$ cat src/rtl/alu_8_if.sv
// Operand/result bundle for the 8-bit execute-stage ALU.
// The master side issues operations; the slave side (the ALU) returns registered results.
interface alu_8_if;
    logic       in_valid;
    logic [7:0] A;
    logic [7:0] B;
    logic [2:0] op;
    logic [7:0] Y;
    logic       Z;
    logic       C;
    logic       V;
    logic       out_valid;

    modport master (
        output in_valid, A, B, op,
        input  Y, Z, C, V, out_valid
    );

    modport slave (
        input  in_valid, A, B, op,
        output Y, Z, C, V, out_valid
    );
endinterface

$ cat src/rtl/alu_8.sv
// 8-bit registered ALU: eight operations with zero/carry/overflow flags and one-cycle latency.
// Results and flags hold between issued operations; out_valid pulses once per captured operation.
module alu_8 (
    input  logic    clk,
    input  logic    rst_n,
    alu_8_if.slave  bus
);

    typedef enum logic [2:0] {
        OP_ADD  = 3'b000,
        OP_SUB  = 3'b001,
        OP_AND  = 3'b010,
        OP_OR   = 3'b011,
        OP_XOR  = 3'b100,
        OP_SHL  = 3'b101,
        OP_SHR  = 3'b110,
        OP_PASS = 3'b111
    } op_e;

    logic [8:0] ext9;
    logic [7:0] res;
    logic       c_res;
    logic       v_res;

    logic [7:0] y_d, y_q;
    logic       z_d, z_q;
    logic       c_d, c_q;
    logic       v_d, v_q;
    logic       out_valid_d, out_valid_q;

    // Combinational result and flags for the operation currently presented.
    always_comb begin
        ext9  = '0;
        res   = '0;
        c_res = 1'b0;
        v_res = 1'b0;
        case (op_e'(bus.op))
            OP_ADD: begin
                ext9  = {1'b0, bus.A} + {1'b0, bus.B};
                res   = ext9[7:0];
                c_res = ext9[8];
                v_res = (bus.A[7] == bus.B[7]) && (res[7] != bus.A[7]);
            end
            OP_SUB: begin
                // Bit 8 of the 9-bit difference is the borrow (A < B unsigned).
                ext9  = {1'b0, bus.A} - {1'b0, bus.B};
                res   = ext9[7:0];
                c_res = ext9[8];
                v_res = (bus.A[7] != bus.B[7]) && (res[7] != bus.A[7]);
            end
            OP_AND:  res = bus.A & bus.B;
            OP_OR:   res = bus.A | bus.B;
            OP_XOR:  res = bus.A ^ bus.B;
            OP_SHL: begin
                res   = {bus.A[6:0], 1'b0};
                c_res = bus.A[7];
            end
            OP_SHR: begin
                res   = {1'b0, bus.A[7:1]};
                c_res = bus.A[0];
            end
            OP_PASS: res = bus.A;
            default: res = '0;
        endcase
    end

    // Next-state: capture on in_valid, otherwise hold result/flags and drop out_valid.
    always_comb begin
        y_d         = y_q;
        z_d         = z_q;
        c_d         = c_q;
        v_d         = v_q;
        out_valid_d = bus.in_valid;
        if (bus.in_valid) begin
            y_d = res;
            z_d = (res == 8'h00);
            c_d = c_res;
            v_d = v_res;
        end
    end

    // Output registers with synchronous active-low reset taking priority.
    always_ff @(posedge clk) begin
        if (!rst_n) begin
            y_q         <= '0;
            z_q         <= 1'b0;
            c_q         <= 1'b0;
            v_q         <= 1'b0;
            out_valid_q <= 1'b0;
        end else begin
            y_q         <= y_d;
            z_q         <= z_d;
            c_q         <= c_d;
            v_q         <= v_d;
            out_valid_q <= out_valid_d;
        end
    end

    assign bus.Y         = y_q;
    assign bus.Z         = z_q;
    assign bus.C         = c_q;
    assign bus.V         = v_q;
    assign bus.out_valid = out_valid_q;

endmodule

$ cat src/flat_wrapper.sv
// flat-port wrapper written by rule: the top's interface ports become plain ports
module alu_8_flat 
  (clk, rst_n, bus_in_valid, bus_A, bus_B, bus_op, bus_Y, bus_Z, bus_C, bus_V, bus_out_valid);
  alu_8_if bus_i ();
  input  logic clk;
  input  logic rst_n;
  input wire logic [$bits(bus_i.in_valid)-1:0] bus_in_valid;
  input wire logic [$bits(bus_i.A)-1:0] bus_A;
  input wire logic [$bits(bus_i.B)-1:0] bus_B;
  input wire logic [$bits(bus_i.op)-1:0] bus_op;
  output wire logic [$bits(bus_i.Y)-1:0] bus_Y;
  output wire logic [$bits(bus_i.Z)-1:0] bus_Z;
  output wire logic [$bits(bus_i.C)-1:0] bus_C;
  output wire logic [$bits(bus_i.V)-1:0] bus_V;
  output wire logic [$bits(bus_i.out_valid)-1:0] bus_out_valid;
  assign bus_i.in_valid = bus_in_valid;
  assign bus_i.A = bus_A;
  assign bus_i.B = bus_B;
  assign bus_i.op = bus_op;
  assign bus_Y = bus_i.Y;
  assign bus_Z = bus_i.Z;
  assign bus_C = bus_i.C;
  assign bus_V = bus_i.V;
  assign bus_out_valid = bus_i.out_valid;
  alu_8 u_core (.clk(clk), .rst_n(rst_n), .bus(bus_i));
endmodule
$ cat config.mk
export PLATFORM = sky130hd
export DESIGN_NAME = alu_8_flat
export DESIGN_NICKNAME = d
export VERILOG_FILES = /design/src/rtl/alu_8_if.sv /design/src/rtl/alu_8.sv /design/src/flat_wrapper.sv
export SDC_FILE = /design/constraint.sdc
export NUM_CORES = 1
export LEC_CHECK = 0
export CAP_MARGIN = 10
export CELL_PAD_IN_SITES_DETAIL_PLACEMENT = 0
export CELL_PAD_IN_SITES_GLOBAL_PLACEMENT = 1
export CORE_ASPECT_RATIO = 0.75
export CORE_MARGIN = 10
export CORE_UTILIZATION = 32
export CTS_CLUSTER_SIZE = 24
export DETAILED_ROUTE_END_ITERATION = 12
export GPL_TIMING_DRIVEN = 0
export PLACE_DENSITY = 0.78
export SETUP_SLACK_MARGIN = 0.15
export SYNTH_ARGS = -nofsm -noshare
export SYNTH_HDL_FRONTEND = slang
export SYNTH_SLANG_ARGS = --single-unit
export TNS_END_PERCENT = 10
$ cat constraint.sdc
create_clock -name clk -period 2.1 [get_ports clk]
set_input_delay 0.42 -clock clk [delete_from_list [all_inputs] [get_ports clk]]
set_output_delay 0.42 -clock clk [all_outputs]
set_load 0.02 [all_outputs]
==> results by group, run 1 <==
Route
  – Routed via count: 1,983
  – Final wirelength: 6210 µm
  – Residual DRC: 0
  – Antenna-violating nets left: 0
  – Via/cell ratio: 5.22
  – Drt wl/cell: 16.3 µm
  – Initial drt markers: 137
  – DRT Pass-1 Iters: 4

Finish
  – Fin cells: 380
  – Final core utilization: 48.0%
  – Most frequent cells in the layout: buf_4 (19), nand2_1 (18), ha_1 (18), inv_1 (17), nor2_1 (16)
  – Final nets: 351
  – N_diodes: 0
  – Syn-to-layout area delta: 43.0%
  – Layout cells sized above 1: 33.4%
  – Most common cell after layout, fill and taps aside: buf_4

Outcome
  – Status: complete, but fails checks
  – Failing checks: setup timing

Yosys
  – Share of the synthesized area in compound gates (AO/OA/AOI/OAI): 29.2%
  – Post-Synth Simple-Gate Area: 19.1%
  – Synth area leaders: ha_1 (15%), dfxtp_1 (12%), a21oi_1 (5.3%), inv_1 (4.9%), nand2_1 (3.6%)
  – Largest area contributor in the netlist: ha_1
  – Adder-Cell Fraction of Synth Area: 17.2%
  – Synth top area share: 15.2%
  – Mux cell area share after synthesis: 5.83%
  – Top FF cell, synth: dfxtp_1
  – Mapped Cells: 247
  – Sequential area share after synthesis: 12.2%
  – Largest family of logic cells by synthesized area: compound AO/OA/AOI/OAI gates
  – Post-synthesis async set-or-reset flop share: 0%
  – Synth Area in XOR/XNOR: 3.55%
  – Mapped Nets: 295
  – Number of synthesized register bits: 12
  – Syn. warnings: 0
  – EDFF count, synth: 0
  – Post-Syn Area: 1970 µm²
  – Yosys cell types: 61
  – Syn avg cell area: 7.99 µm²

Setup path
  – Buffers & Inverters on Critical Path: 2
  – Crit-path max cell delay: 0.52 ns
  – Arrival time worst endpoint: 2.47 ns
  – CP Capture Type: flop
  – Path depth of the worst reg2reg path: 3
  – CP cell instances: buf_8 -> ha_4 -> inv_2 -> fa_2 -> nor4b_4 -> a21oi_2 -> a32oi_2 -> nand3_1 -> nor4_2 -> nand2_1 -> o31ai_1
  – Required @ worst endpoint: 2.25 ns
  – Worst setup path class: primary input to flop
  – CP max stage cell: fa_2
  – Crit-path leading delay family: simple AND/OR/NAND/NOR gates
  – Worst Setup Start Kind: primary input
  – Crit Path Max Fanout: 3
  – WP depth: 11

Pwr
  – Pleak: 0.00118 µW
  – Maximum vdd drop: 204 µV
  – Power per cell area: 416 nW/µm²
  – Tot Pwr: 1170 µW

Place
  – Global placer's final weighted congestion: 0.895
  – Dpl cells: 357
  – IO Port Bufs: 32
  – DPL Wire Length: 4650 µm
  – Dpl ws: -1.04 ns

Die
  – Die Y: 88.0 µm
  – Floorplan row count: 24
  – Horiz. Die Dim: 111 µm
  – DIE AREA: 9740 µm²
  – # IOs: 34
  – Placeable Area: 5890 µm²
  – Starting Density: 33.5%

CTS
  – Clock root buffer: clkbuf_8
  – CTS tree: done
  – Clk sinks: 12
  – Clock transition at the registers of the reported paths: 0.05 ns
  – Clk Latency, worst-skew pair: 0.24 ns
  – Longest Clk Path Bufs: 2
  – Hold Buf Count CTS: 0
  – H-tree depth: 1
  – CTS Buf Count: 3

GRT
  – Total track usage: 12.2%
  – Largest net degree at the start of global routing: 11
  – Congestion Overflow GR: 0
  – First-pass GRT wire length: 10,200 µm
  – Initial antenna violation count: 0
  – Vias in the first global route: 2,017

STA
  – Final hold violations: 0
  – Fin. max-slew vios: 0
  – Fin crit period: 2.31 ns
  – Final worst slack: -0.212 ns
  – Tcrit/Tclk final: 110%
  – Slew @ Worst Pin: 0.521 ns
  – # setup viols final: 5
  – F_max: 433 MHz
  – RSZ-0062 raised after global routing: true
  – Hold slack: 0.457 ns
  – Max_slew headroom: 65.2%
  – Clock Skews: 0 ns

Job
  – Number of max-cap violations: 0

Hold path
  – Worst Hold Depth: 2
  – Worst min-delay path class: flop to flop
sequential cells by signal, summed over array words and instances (netlist names):
name and count:
u_core.bus.Z 1, u_core.bus.C 1, u_core.bus.out_valid 1, u_core.bus.V 1, u_core.bus.Y 8
layer usage:
layer	track usage [%]	vias to the layer above	share of wire, %
li1	-	993	-
met1	16.5	954	51
met2	20.7	32	46
met3	1.37	4	1.6
met4	1.65	0	0.53
met5	0	-	0
worst reg2reg max path: cells and delay by family (launching register included):
family / cells / cell delay (ns)
DFF: 1 / 0.31
AOI/OAI and AO/OA: 2 / 0.29
and+or+nand+nor: 1 / 0.08
synth_stat cells (all sizes together), types with 4 or more instances:
| cell | instances |
|---|---|
| a211oi | 5 |
| clkbuf | 4 |
| nand2 | 19 |
| buf | 10 |
| o21ai | 10 |
| nor3 | 4 |
| a21oi | 22 |
| o221ai | 4 |
| nor3b | 5 |
| nand3 | 5 |
| dfxtp | 12 |
| nand2b | 6 |
| xnor2 | 6 |
| inv | 26 |
| o31ai | 7 |
| mux2i | 7 |
| nor2 | 18 |
| nor2b | 6 |
| ha | 24 |
layout make-up:
class | instances | area, µm²
fillers | 596 | 3060
flip-flops and latches | 12 | 240
inverters | 28 | 116
plain buffers | 14 | 166
clock buffers | 4 | 55.1
well taps | 78 | 97.6
multi-input cells | 193 | 1690
repair buffers | 51 | 453
through the flow:
step | cell area [µm²] | TNS, ns
after floorplan | 1970 | -0.310
after global placement | 2390 | -7.84
after detailed placement | 2390 | -7.83
after CTS | 2700 | -0.625
after global routing | 2820 | -1.03
final | 2820 | -0.562
report_power, final:
part	internal, µW	switching [µW]	total (µW)
Combinational	320	350	670
Sequential	244	7.13	251
Clock	166	86.9	253
logic make-up after synthesis:
kind of cell	Yosys count
AOI/OAI and AO/OA	78
xor gates and xnor gates	8
adders and majority gates	26
buffers and inverters	42
DFF	12
muxes	10
and+or+nand+nor	71
worst paths after layout:
path | start | slack [ns] | to
setup / recovery | bus_B[0] | -0.21 | u_core.bus.Z$_SDFFE_PN0P_
hold / removal | u_core.bus.V$_SDFFE_PN0P_ | 0.46 | u_core.bus.V$_SDFFE_PN0P_
setup reg to reg | u_core.bus.C$_SDFFE_PN0P_ | 1.32 | u_core.bus.C$_SDFFE_PN0P_
hold reg to reg | u_core.bus.V$_SDFFE_PN0P_ | 0.46 | u_core.bus.V$_SDFFE_PN0P_
timing repair:
item | 4_1_cts | 5_1_grt
setup buffers | 14 | 5
pin swaps | 28 | 16
gates resized for setup | 92 | 22
endpoints found under the setup margin | 10 | 9
Power figures use the tool's default switching activity.
==> run 2, diff against run 1 <==
==> constraint.sdc (replaced) <==
create_clock -name clk -period 2.1 [get_ports clk]
set_input_delay 0.21 -clock clk [delete_from_list [all_inputs] [get_ports clk]]
set_output_delay 0.21 -clock clk [all_outputs]
set_load 0.02 [all_outputs]
==> run 2 against run 1 <==
- global-route usage is essentially flat
- maximum frequency grew 11%
- combinational power grew 1%
- non-clock buffer count stayed put
- worst setup slack improved by 0.23 ns
- largest power group unchanged
- power increased by 0.84%
- the run now ends clean
- sequential power about the same
- cell area up 0.93%
- first-iteration DRC count down 0.73%
- sequential cell count did not move
- count of clock-buffer cells in the layout unchanged
- sequential share of layout area shrank 0.078 points
==> results by group, run 2 (same netlist as run 1, synthesis figures left out) <==
GRT
  – Vias in the first global route: 2,016
  – Largest net degree at the start of global routing: 11
  – First-pass GRT wire length: 10,200 µm
  – Total track usage: 12.2%
  – Congestion Overflow GR: 0
  – Initial antenna violation count: 0

Pwr
  – Pleak: 0.00118 µW
  – Clock share of power: 21.5%
  – Gate power share: 57.3%
  – Cell-internal power: 736 µW
  – Sequential power share: 21.2%
  – Psw: 448 µW
  – Power per cell area: 416 nW/µm²
  – Maximum vdd drop: 207 µV
  – Sw frac: 37.8%

Route
  – Residual DRC: 0
  – Antenna-violating nets left: 0
  – Final wirelength: 6290 µm
  – Initial drt markers: 136
  – Drt wl/cell: 16.5 µm
  – Via/cell ratio: 5.25
  – Routed via count: 1,996
  – DRT Pass-1 Iters: 4

Setup path
  – Arrival time worst endpoint: 2.24 ns
  – Required @ worst endpoint: 2.26 ns
  – Worst Setup Start Kind: primary input
  – CP Capture Type: flop
  – Worst setup path class: primary input to flop
  – Path depth of the worst reg2reg path: 3
  – Crit Path Max Fanout: 3

Finish
  – Most frequent cells in the layout: nand2_1 (18), buf_4 (18), nor2_1 (16), ha_1 (16)
  – Syn-to-layout area delta: 44.3%
  – Final core utilization: 48.4%
  – Final nets: 351
  – Post-route cell area: 2850 µm²
  – Fin cells: 380
  – Fillcell total: 592
  – N_diodes: 0
  – Layout cells sized above 1: 34.8%
  – Max reg flops: 8

Hold path
  – Worst Hold Depth: 4
  – Worst min-delay path class: primary input to flop

Place
  – Global placer's final weighted congestion: 0.895
  – Dpl cells: 357
  – IO Port Bufs: 32
  – Area after DPL: 2390 µm²
  – DPL Wire Length: 4650 µm

Die
  – # IOs: 34
  – DIE AREA: 9740 µm²
  – Placeable Area: 5890 µm²
  – Floorplan row count: 24
  – Horiz. Die Dim: 111 µm
  – Starting Density: 33.5%
  – Die Y: 88.0 µm

STA
  – Fin. max-slew vios: 0
  – Fin crit period: 2.08 ns
  – Final hold violations: 0
  – Tcrit/Tclk final: 99.2%
  – Max_slew headroom: 65.9%
  – # setup viols final: 0
  – Slew @ Worst Pin: 0.510 ns
  – Clock Skews: 0 ns
  – RSZ-0062 raised after global routing: true
  – F_max: 480 MHz

CTS
  – Longest Clk Path Bufs: 2
  – Clock transition at the registers of the reported paths: 0.05 ns
  – Hold Buf Count CTS: 0
  – CTS tree: done
  – Clock root buffer: clkbuf_8
  – Clk sinks: 12
  – H-tree depth: 1
  – Clk Latency, worst-skew pair: 0.24 ns
  – CTS Buf Count: 3

Job
  – Number of max-cap violations: 0

Outcome
  – Status: completed
==> run 2: cell types whose count changed in the layout (fill, tap and decap cells not counted), sizes merged <==
cell	previous run	this run
buf	36	37
clkbuf	11	10
clkdlybuf4s15	4	3
dlygate4sd2	3	4
==> run 2: metrics by stage <==
step                TNS (ns)  setup slack, ns  hold WS, ns  power (µW)
finish                     0           0.0161        0.447        1180
global route         -0.0964          -0.0937        0.473        1260
CTS                        0           0.0357        0.438        1130
detailed placement     -5.73           -0.831        0.456         792
global placement       -5.74           -0.823        0.451         786
floorplan                  0            0.110        0.328         621
==> run 2: final timing paths <==
check / end / slack [ns] / startpoint
setup / recovery: u_core.bus.Z$_SDFFE_PN0P_ / 0.02 / bus_B[0]
hold / removal: u_core.bus.V$_SDFFE_PN0P_ / 0.45 / bus_op[2]
setup reg to reg: u_core.bus.C$_SDFFE_PN0P_ / 1.32 / u_core.bus.C$_SDFFE_PN0P_
hold reg to reg: u_core.bus.V$_SDFFE_PN0P_ / 0.46 / u_core.bus.V$_SDFFE_PN0P_
==> run 2: timing repair <==
item                       4_1_cts  5_1_grt
pin swaps                       27       22
setup endpoints to repair       10        6
gates resized for setup         90       30
setup buffers                   14        5
==> run 2: per-layer routing <==
metal / vias up / share of wire, % / track usage, % / wire length, µm
li1: 994 / - / - / -
met1: 933 / 49 / 16.5 / 3070
met2: 64 / 46 / 20.8 / 2900
met3: 5 / 4.5 / 1.37 / 285
met4: 0 / 0.54 / 1.65 / 34
met5: - / 0 / 0 / 0
==> run 2: power by group through the flow <==
| stage | logic [µW] | clock network [µW] | registers (µW) |
|---|---|---|---|
| detailed placement | 536 | 0 | 256 |
| finish | 678 | 255 | 251 |
| global placement | 530 | 0 | 256 |
| CTS | 619 | 261 | 251 |
| floorplan | 345 | 0 | 276 |
| global route | 735 | 272 | 253 |
==> run 2: worst max-delay path, stage by stage <==
cell	delay, ns
buf_8	0.09
ha_4	0.13
inv_2	0.04
fa_2	0.52
nor4b_4	0.21
a21oi_2	0.06
a32oi_2	0.25
nand3_1	0.12
nor4_2	0.32
nand2_1	0.08
o31ai_1	0.22
==> run 2: layout make-up <==
type                            instances  area [µm²]  share of cell area, %
Buffer                                 14         168                   5.88
Timing Repair Buffer                   51         460                   16.2
Tap cell                               78        97.6                   3.43
Sequential cell                        12         240                   8.43
Inverter                               28         116                   4.08
Clock buffer                            4        55.1                   1.93
Multi-Input combinational cell        193        1710                   60.1
==> run 3, diff against run 2 <==
--- a/config.mk
+++ b/config.mk
@@ -13,8 +13,9 @@
 export CORE_UTILIZATION = 32
 export CTS_CLUSTER_SIZE = 24
 export DETAILED_ROUTE_END_ITERATION = 12
+export DONT_BUFFER_PORTS = 1
 export GPL_TIMING_DRIVEN = 0
-export PLACE_DENSITY = 0.78
+export PLACE_DENSITY = 0.68
 export SETUP_SLACK_MARGIN = 0.15
 export SYNTH_ARGS = -nofsm -noshare
 export SYNTH_HDL_FRONTEND = slang
==> run 3 against run 2 <==
- critical endpoint unchanged
- critical path type unchanged
- first-iteration DRC count decreased by 13%
- highest routed layer is now met3
- via count decreased by 11%
- sequential share of layout area is 2.2 points higher
- count of clock-buffer cells in the layout is the same
- utilization down 10 points
- wire length is 8.1% lower
- largest cell class unchanged
- global-route usage is 1.0 points lower
- register-to-register slack worse by 0.10 ns
- clock power is 3% lower
==> results by group, run 3 (same netlist as run 1, synthesis figures left out) <==
GRT
  – Congestion Overflow GR: 0
  – Met2 GRT Util: 17.7%
  – First-pass GRT wire length: 9160 µm
  – Total track usage: 11.2%
  – Met1 Usage GRT: 15.3%
  – Largest net degree at the start of global routing: 11
  – Met3 usage: 3.01%
  – Initial antenna violation count: 0
  – Vias in the first global route: 1,759
  – GRT busiest layer: met2

Pwr
  – Power per cell area: 444 nW/µm²
  – Pleak: 0.000949 µW
  – Maximum vdd drop: 253 µV

Die
  – # IOs: 34
  – DIE AREA: 9740 µm²
  – Floorplan row count: 24
  – Starting Density: 33.5%
  – Placeable Area: 5890 µm²
  – Die Y: 88.0 µm
  – Horiz. Die Dim: 111 µm

Finish
  – Final nets: 302
  – Max reg flops: 8
  – Most common cell after layout, fill and taps aside: inv_1
  – Layout cells sized above 1: 20.9%
  – Most frequent cells in the layout: inv_1 (26), ha_1 (23), nand2_1 (19), nor2_1 (17), a21oi_1 (17)
  – N_diodes: 0
  – Final core utilization: 38.3%
  – Syn-to-layout area delta: 14.2%

Route
  – Antenna-violating nets left: 0
  – Drt wl/cell: 17.5 µm
  – Via/cell ratio: 5.37
  – DRT Pass-1 Iters: 5
  – Residual DRC: 0
  – Routed via count: 1,776
  – Initial drt markers: 119
  – Final wirelength: 5780 µm

Setup path
  – CP cell instances: inv_1 -> ha_4 -> fa_2 -> o21bai_4 -> a21oi_4 -> xor2_1 -> a211o_1 -> nor4_2 -> nand2_1 -> o31ai_1
  – Worst Setup Start Kind: primary input
  – Path depth of the worst reg2reg path: 3
  – Flop-to-flop setup slack: 1.22 ns
  – Worst setup path class: primary input to flop
  – CP max stage cell: fa_2
  – Crit-path leading delay family: compound AO/OA/AOI/OAI gates
  – Reg-to-reg startpoint: u_core.bus.C$_SDFFE_PN0P_
  – Crit-path max cell delay: 0.41 ns
  – Buffers & Inverters on Critical Path: 1
  – Required @ worst endpoint: 2.26 ns
  – CP Capture Type: flop
  – Arrival time worst endpoint: 2.18 ns
  – Worst r2r dst: u_core.bus.C$_SDFFE_PN0P_
  – Crit Path Max Fanout: 4

STA
  – Clock Skews: 0 ns
  – Fin crit period: 2.02 ns
  – Fin. max-slew vios: 0
  – # setup viols final: 0
  – Setup TNS: 0 ns
  – Max_slew headroom: 67.6%
  – Slew @ Worst Pin: 0.485 ns
  – RSZ-0062 raised after global routing: true
  – F_max: 495 MHz
  – Final hold violations: 0
  – Tcrit/Tclk final: 96.2%

Hold path
  – Worst Hold Depth: 1
  – Worst Hold Endpoint: u_core.bus.Y[7]$_SDFFE_PN0P_
  – Worst min-delay path class: primary input to flop
  – Hold path start: rst_n

CTS
  – CTS tree: done
  – Clk sinks: 12
  – H-tree depth: 1
  – Clock root buffer: clkbuf_8
  – CTS Buf Count: 3
  – Longest Clk Path Bufs: 2
  – Clock transition at the registers of the reported paths: 0.05 ns
  – Clk Latency, worst-skew pair: 0.23 ns
  – Hold Buf Count CTS: 0

Job
  – Number of max-cap violations: 0

Place
  – DPL Wire Length: 4710 µm
  – IO Port Bufs: 0
  – Global placer's final weighted congestion: 0.826

Outcome
  – Status: completed
-- run 3: cell types whose count changed in the layout (fill, tap and decap cells not counted), moves of 4 or more --
cell / change
inv_2: -10
clkdlybuf4s50_1: -15
inv_1: +12
buf_6: -4
dlygate4sd2_1: -4
ha_1: +7
ha_4: -7
buf_4: -16
-- run 3: area by class of cell --
class | count | area (µm²)
clock buffer | 4 | 55.1
timing repair buffer | 2 | 15.0
inverter | 28 | 105
tap | 78 | 97.6
buffer | 14 | 156
fill | 630 | 3630
sequential | 12 | 240
multi-input combinational | 193 | 1590
-- run 3: worst max-delay path by stage --
stage / endpoint / slack, ns / cells after the start / startpoint
2_1_floorplan: u_core.bus.Z$_SDFFE_PN0P_ / 0.11 / 10 / bus_A[0]
3_3_place_gp: u_core.bus.Z$_SDFFE_PN0P_ / -0.26 / 10 / bus_A[0]
6_report: u_core.bus.Z$_SDFFE_PN0P_ / 0.08 / 10 / bus_A[0]
5_1_grt: u_core.bus.Z$_SDFFE_PN0P_ / -0.01 / 10 / bus_A[0]
4_1_cts: u_core.bus.Z$_SDFFE_PN0P_ / 0.06 / 10 / bus_B[0]
3_5_place_dp: u_core.bus.Z$_SDFFE_PN0P_ / -0.27 / 10 / bus_A[0]
-- run 3: where the power goes --
part	internal [µW]	switching, µW
combinational	213	266
clock	165	81.7
sequential	244	29.9
total	623	377
-- run 3: through the flow --
step | cell area [µm²] | instances | worst slack (ns) | hold WS (ns) | total power (µW)
after floorplan | 1970 | 247 | 0.110 | 0.328 | 621
after global placement | 2070 | 325 | -0.260 | 0.333 | 707
after detailed placement | 2070 | 325 | -0.273 | 0.335 | 709
after CTS | 2140 | 329 | 0.0637 | 0.0864 | 966
after global routing | 2250 | 331 | -0.0116 | 0.103 | 1070
final | 2250 | 331 | 0.0791 | 0.0944 | 1000
-- run 3: routing by layer --
layer | wire length, µm | vias to the layer above
met5 | 0 | -
met3 | 295 | 0
met2 | 2540 | 32
met1 | 2940 | 851
met4 | 0 | 0
li1 | - | 893
-- run 3: what timing repair did --
item / 4_1_cts / 5_1_grt
endpoints found under the setup margin: 4 / 6
pin swaps: 0 / 9
resized for setup: 3 / 19
setup buffers: 0 / 2
